--- src/rtl/id_ex_reg.sv ---
// ID/EX pipeline register. Captures the ID control bundle and operands into the
// E stage, flags load-use hazards against the ID instruction and counts the bubbles
// that enter E.
module id_ex_reg #(
  parameter int unsigned DATA_W = 32,
  parameter int unsigned REG_AW = 5,
  parameter int unsigned CNT_W  = 16
) (
  input  logic              clk,
  input  logic              rst,
  input  logic              stall,
  input  logic              flush,
  input  logic              validD,
  input  logic              regwriteD,
  input  logic [2:0]        alucD,
  input  logic              alusrcD,
  input  logic              regdstD,
  input  logic              memtoregD,
  input  logic              memwriteD,
  input  logic [1:0]        extopD,
  input  logic              branchD,
  input  logic              memreadD,
  input  logic [DATA_W-1:0] rd1D,
  input  logic [DATA_W-1:0] rd2D,
  input  logic [DATA_W-1:0] immD,
  input  logic [DATA_W-1:0] pcplus4D,
  input  logic [REG_AW-1:0] rsD,
  input  logic [REG_AW-1:0] rtD,
  input  logic [REG_AW-1:0] rdD,
  output logic              regwriteE,
  output logic [2:0]        alucE,
  output logic              alusrcE,
  output logic              regdstE,
  output logic              memtoregE,
  output logic              memwriteE,
  output logic [1:0]        extopE,
  output logic              branchE,
  output logic              memreadE,
  output logic [DATA_W-1:0] rd1E,
  output logic [DATA_W-1:0] rd2E,
  output logic [DATA_W-1:0] immE,
  output logic [DATA_W-1:0] pcplus4E,
  output logic [REG_AW-1:0] rsE,
  output logic [REG_AW-1:0] rtE,
  output logic [REG_AW-1:0] rdE,
  output logic              validE,
  output logic              lu_hazard,
  output logic [CNT_W-1:0]  bubble_cnt
);

  localparam logic [CNT_W-1:0] CNT_MAX = '1;

  typedef struct packed {
    logic              regwrite;
    logic [2:0]        aluc;
    logic              alusrc;
    logic              regdst;
    logic              memtoreg;
    logic              memwrite;
    logic [1:0]        extop;
    logic              branch;
    logic              memread;
    logic [DATA_W-1:0] rd1;
    logic [DATA_W-1:0] rd2;
    logic [DATA_W-1:0] imm;
    logic [DATA_W-1:0] pcplus4;
    logic [REG_AW-1:0] rs;
    logic [REG_AW-1:0] rt;
    logic [REG_AW-1:0] rd;
  } slot_t;

  slot_t slot_d;
  slot_t slot_q;
  logic  valid_q;
  logic  bubble_in;

  // Gather the ID-stage bundle into one payload
  always_comb begin
    slot_d          = '0;
    slot_d.regwrite = regwriteD;
    slot_d.aluc     = alucD;
    slot_d.alusrc   = alusrcD;
    slot_d.regdst   = regdstD;
    slot_d.memtoreg = memtoregD;
    slot_d.memwrite = memwriteD;
    slot_d.extop    = extopD;
    slot_d.branch   = branchD;
    slot_d.memread  = memreadD;
    slot_d.rd1      = rd1D;
    slot_d.rd2      = rd2D;
    slot_d.imm      = immD;
    slot_d.pcplus4  = pcplus4D;
    slot_d.rs       = rsD;
    slot_d.rt       = rtD;
    slot_d.rd       = rdD;
  end

  // A bubble enters E on a flush, or on a load of an ID nop
  assign bubble_in = flush | (~stall & ~validD);

  // E-stage slot: rst > flush > stall > load
  always_ff @(posedge clk) begin
    if (rst) begin
      slot_q  <= '0;
      valid_q <= 1'b0;
    end else if (flush) begin
      slot_q  <= '0;
      valid_q <= 1'b0;
    end else if (!stall) begin
      slot_q  <= slot_d;
      valid_q <= validD;
    end
  end

  // Saturating count of bubbles entering E
  always_ff @(posedge clk) begin
    if (rst) begin
      bubble_cnt <= '0;
    end else if (bubble_in && (bubble_cnt != CNT_MAX)) begin
      bubble_cnt <= bubble_cnt + CNT_W'(1);
    end
  end

  assign regwriteE = slot_q.regwrite;
  assign alucE     = slot_q.aluc;
  assign alusrcE   = slot_q.alusrc;
  assign regdstE   = slot_q.regdst;
  assign memtoregE = slot_q.memtoreg;
  assign memwriteE = slot_q.memwrite;
  assign extopE    = slot_q.extop;
  assign branchE   = slot_q.branch;
  assign memreadE  = slot_q.memread;
  assign rd1E      = slot_q.rd1;
  assign rd2E      = slot_q.rd2;
  assign immE      = slot_q.imm;
  assign pcplus4E  = slot_q.pcplus4;
  assign rsE       = slot_q.rs;
  assign rtE       = slot_q.rt;
  assign rdE       = slot_q.rd;
  assign validE    = valid_q;

  // Load in E whose destination is read by the ID instruction; uses only
  // registered E state and D indices so it cannot loop through the bubble mux
  assign lu_hazard = valid_q & slot_q.memread & (slot_q.rt != '0) &
                     ((slot_q.rt == rsD) | (slot_q.rt == rtD));

endmodule

--- config.mk ---
export PLATFORM = sky130hd
export DESIGN_NAME = id_ex_reg
export DESIGN_NICKNAME = d
export VERILOG_FILES = /design/src/rtl/id_ex_reg.sv
export SDC_FILE = /design/constraint.sdc
export NUM_CORES = 1
export LEC_CHECK = 0
export CORE_MARGIN = 1
export CORE_UTILIZATION = 37
export CTS_BUF_LIST = sky130_fd_sc_hd__clkbuf_4
export DETAILED_ROUTE_END_ITERATION = 7
export PLACE_DENSITY = 0.79
export REMOVE_ABC_BUFFERS = 1
export SLEW_MARGIN = 20
export SYNTH_ARGS = -nofsm -noshare
export SYNTH_HDL_FRONTEND = slang
export SYNTH_SLANG_ARGS = --single-unit
export TNS_END_PERCENT = 5
--- constraint.sdc ---
create_clock -name clk -period 1.6 [get_ports clk]
set_input_delay 0.32 -clock clk [delete_from_list [all_inputs] [get_ports clk]]
set_output_delay 0.32 -clock clk [all_outputs]
set_load 0.05 [all_outputs]
# After elaboration in Yosys (flattened, before gate mapping)

Cells that the tools add are included.

Output and inout port bits: 173
Word-level logic and storage cells: 33
Input port bits: 160
Flip-flop bits (word level): 172

Bitwise operators: 8
Reductions and logical operators: 3
$add $sub $neg: 1
Equal/unequal tests: 3

Operator list:

| cell                    | count |
|---|---|
| $add A16 B1 Y16 const B | 1 |
| $ne A16 B16 Y1 const B  | 1 |
| $eq A5 B5 Y1            | 2 |
| $reduce_bool A5 Y1      | 1 |
| $and A1 B1 Y1           | 4 |
| $not A1 Y1              | 2 |
| $or A1 B1 Y1            | 2 |
| $reduce_or A2 Y1        | 1 |
| $logic_and A1 B1 Y1     | 1 |

# Depth between registers and ports, before layout

Gate-level depths: netlist (run 1).

Depth after elaboration: 4
Depth in mapped cells: 7
Mapped depth without buffers: 5

# Least setup slack after synthesis (run 1)

No wires, ideal clock.

Path kind: register to output
From: reg slot_q, in the netlist rtE[2]
To: out lu_hazard
Data required time: 1280 ps
Data arrival time: 1870 ps
Cell stages (with the launch flop): 5
Path buffers: 0
Slack: -590 ps
Cells stage by stage: dfxtp_1 > xor2_1 > nor3_1 > nand3_1 > a21oi_1

Cells in the longest elaborated chain, start to end: 3
Elaborated cells between the ends (all ways): 6
Those cells by class: eq/ne: 2; bitwise: 3; reduce/logical: 1

RTL lines:

| element                                                   | line     | text |
|---|---|---|
| start: declaration                                        | 73       | `slot_t slot_q;` |
| start signal: assignment                                  | 110      | `slot_q <= slot_d;` |
| $eq A5 B5 Y1 / $reduce_bool A5 Y1 (equally long branches) | 145, 144 |  |
| $or A1 B1 Y1 / $and A1 B1 Y1 (equally long branches)      | 145, 144 |  |
| $and A1 B1 Y1 (*)                                         | 144      | `assign lu_hazard = valid_q & slot_q.memread & (slot_q.rt != '0) &` |
| end: declaration                                          | 47       | `output logic lu_hazard,` |

Every way passes the cells marked *; elsewhere a longest branch is shown, timed or not.

# Worst setup path in the final report (run 1)

From: reg slot_q, in the netlist rtE[0]
To: out lu_hazard

Same word-level chain as after synthesis.

==> flow_summary.yaml, run 1 <==
worst_hold_path:
  hold_class: "primary input to register"
logic_synthesis:
  synth_area_leaders: "dfxtp_1, mux2i_1, nor2_1"
  ys_async_sr_fraction_pct: 0
  synth.avg_cell_area_um2: 10.4
  synth_common_cells: "dfxtp_1, nor2_1, mux2i_1, clkbuf_1, buf_2"
  synth_area_um2: 6430
  synth.most_common_cell: "dfxtp_1"
  ys.flop_type: "dfxtp_1"
  synth.largest_area_cell: "dfxtp_1"
  synth_warnings: 0
  synth_edf_count: 0
  synthDominantCellAreaShare_pct: 53.5
  ys_seq_area_share_pct: 53.5
  synth-seq-cells: 172
  synth.distinct_cells: 41
  synthesis.instances: 621
power:
  leakage_uw: 0.00479
  p_per_area_nw_per_um2: 830
  peakVddDrop_mv: 0.436
cells_and_area:
  syn_to_final_growth_pct: 63.8
  final_nets: 1141
  fin_util_pct: 62.9
  multi_input_area_um2: 2810
  final_layout_size_suffix_gt1_share_pct: 28.8
  n_fill_cell: 1395
  ff_latch_area_um2: 3470
  diodes: 0
cts:
  cts_hold_buf: 0
  cts_made_buffers: 17
  cts-htree-levels: 4
  cts_tree: "built"
  clock-sinks: 172
  cts-root-buf: "clkbuf_4"
  clk_pin_slew_ns: 0.15
  clkLatencyLatePin_ns: 0.52
  cts_buffer_depth: 2
grt:
  grt_pass1_vias: 5464
  grt_pass1_wl_um: 28200
  grt_usage_pct: 20.1
  grt_overflow: 0
  antenna_found_initial: 0
  grt_start_max_net_pins: 63
route:
  vias: 5774
  drt_wl_total_um: 18400
  routed_via_density: 4.76
  drtIter0Drc: 171
  postRouteAntennaNets: 0
  wl_per_cell_um: 15.2
  drcViolationCount: 0
  drt-pass1-iter-count: 6
critical_path:
  cp_max_fo: 3
  cp.arrival_ns: 1.83
  critPathLaunchType: "register"
  cp.required_ns: 1.28
  cp-end-kind: "output pin"
  criticalPathCategory: "register to output pin"
sta:
  worst_clock_skew_ns: 0.0141
  period_needed_ns: 2.15
  hold_viol_final: 0
  maxSlewViolCount: 0
  fin_setup_tns_ns: -0.665
  rsz0062_at_grt: "true"
  fmax_mhz: 465
  timing.final.ws_setup_ns: -0.550
  fin_crit_sh_pct: 134
  slew_headroom_pct: 71.8
  tightest_slew_ns: 0.424
  setup_viol: 7
floorplanning:
  dieArea_um2: 17900
  fp.dieW_um: 134
  ios: 333
  die_y_um: 134
  start_util_pct: 38.4
  core_um2: 16800
  rows: 47
run:
  drv_cap: 0
run_status:
  violations: "negative setup slack"
  status: "complete, but fails checks"
placed_design:
  io_buffers: 332
  routabilityCongestion: 0.825
  dp_hpwl_um: 13900
==> critical path, stage by stage, from the launching register on <==
cell and delay (ns):
dfxtp_2 0.37, or4_1 0.50, o211ai_1 0.21, a21oi_2 0.08, buf_12 0.15
==> layer usage <==
metal	vias to the layer above	track usage, %	routed length (um)
li1	2837	-	-
met1	2695	22.2	7300
met2	208	34.7	9140
met3	34	7.11	1440
met4	0	8.21	542
met5	-	0	0
==> cell families (layout without fill, tap and decap cells) <==
group                      after synthesis  after routing  share of synthesized area (%)
DFF                                    172            172                           53.5
adders and majority gates                1              1                          0.194
xor gates and xnor gates                10             10                           1.36
AOI/OAI and AO/OA                       32             32                           3.23
and+or+nand+nor                        205            205                           14.1
buffers and inverters                   44            416                           3.11
muxes                                  157            157                           24.5
==> flip-flops by register name (all words and copies together), names as in the netlist <==
register	count
bubble_cnt	16
alusrcE	1
branchE	1
rdE	5
regwriteE	1
rsE	5
rtE	5
immE	32
validE	1
rd1E	32
regdstE	1
memtoregE	1
extopE	2
alucE	3
rd2E	32
pcplus4E	32
memreadE	1
memwriteE	1
==> layout make-up <==
type	instances	area share, %
well taps	220	2.61
clock buffers	18	1.28
clock inverters	14	1.56
inverters	3	0.107
flip-flops and latches	172	33.0
repair buffers	381	34.8
multi-input cells	405	26.7
==> power breakdown <==
group	total (uW)	switching [uW]	internal, uW
logic	1700	895	809
clock network	2550	1570	982
registers	4490	73.8	4420
total	8750	2540	6210
==> path summary, 6_finish.rpt <==
kind,start,endpoint,slack [ns],depth (start not counted)
min reg2reg,pcplus4E[19]$_SDFFE_PP0N_,pcplus4E[19]$_SDFFE_PP0N_,0.51,2
min,stall,bubble_cnt[1]$_SDFFE_PP0P_,0.29,5
max,rtE[0]$_SDFFE_PP0N_,lu_hazard,-0.55,4
max reg2reg,bubble_cnt[0]$_SDFFE_PP0P_,bubble_cnt[14]$_SDFFE_PP0P_,-0.06,5
==> per-stage QoR <==
stage               cell area (um2)  total power (uW)  instances  setup slack (ns)  hold slack [ns]
floorplan                      6240              5400        580             -1.54            0.389
global placement              10200              6280       1180            -0.423            0.475
detailed placement            10200              6290       1180            -0.415            0.484
CTS                           10500              8870       1213            -0.642            0.230
global route                  10500              9140       1213            -0.695            0.229
finish                        10500              8750       1213            -0.550            0.289
==> what timing repair did <==
item / CTS / global route
endpoints found under the setup margin: 21 / 31
pin swaps: 8 / 4
resized for setup: 12 / 18
gates cloned: 0 / 0
setup buffers: 1 / 0
==> cells in the final DEF (no fill, tap or decap), types with 2 or more instances in the layout <==
cell	n
clkdlybuf4s50_1	158
inv_1	3
and3_1	2
mux2i_1	156
nand2_1	5
bufinv_16	2
a21oi_1	12
xnor2_1	4
buf_6	4
clkinv_4	3
nor4_1	2
dfxtp_1	154
o21ai_0	5
or3_1	2
nand4_1	3
inv_6	3
dfxtp_4	3
dfxtp_2	15
nor3_1	4
o31ai_1	7
nor2_1	159
buf_12	31
clkinvlp_4	2
buf_4	187
nand3_1	8
xor2_1	6
or4_1	8
clkbuf_4	18
No activity file was read; power rests on OpenSTA's default activity.
==> run 2, diff against run 1 <==
--- a/config.mk
+++ b/config.mk
@@ -8,10 +8,10 @@
 export CORE_MARGIN = 1
 export CORE_UTILIZATION = 37
 export CTS_BUF_LIST = sky130_fd_sc_hd__clkbuf_4
+export CTS_CLUSTER_SIZE = 14
 export DETAILED_ROUTE_END_ITERATION = 7
 export PLACE_DENSITY = 0.79
 export REMOVE_ABC_BUFFERS = 1
-export SLEW_MARGIN = 20
 export SYNTH_ARGS = -nofsm -noshare
 export SYNTH_HDL_FRONTEND = slang
 export SYNTH_SLANG_ARGS = --single-unit
==> results of run 2 <==
No change in the layout: final DEF, timing and power equal those of run 1.
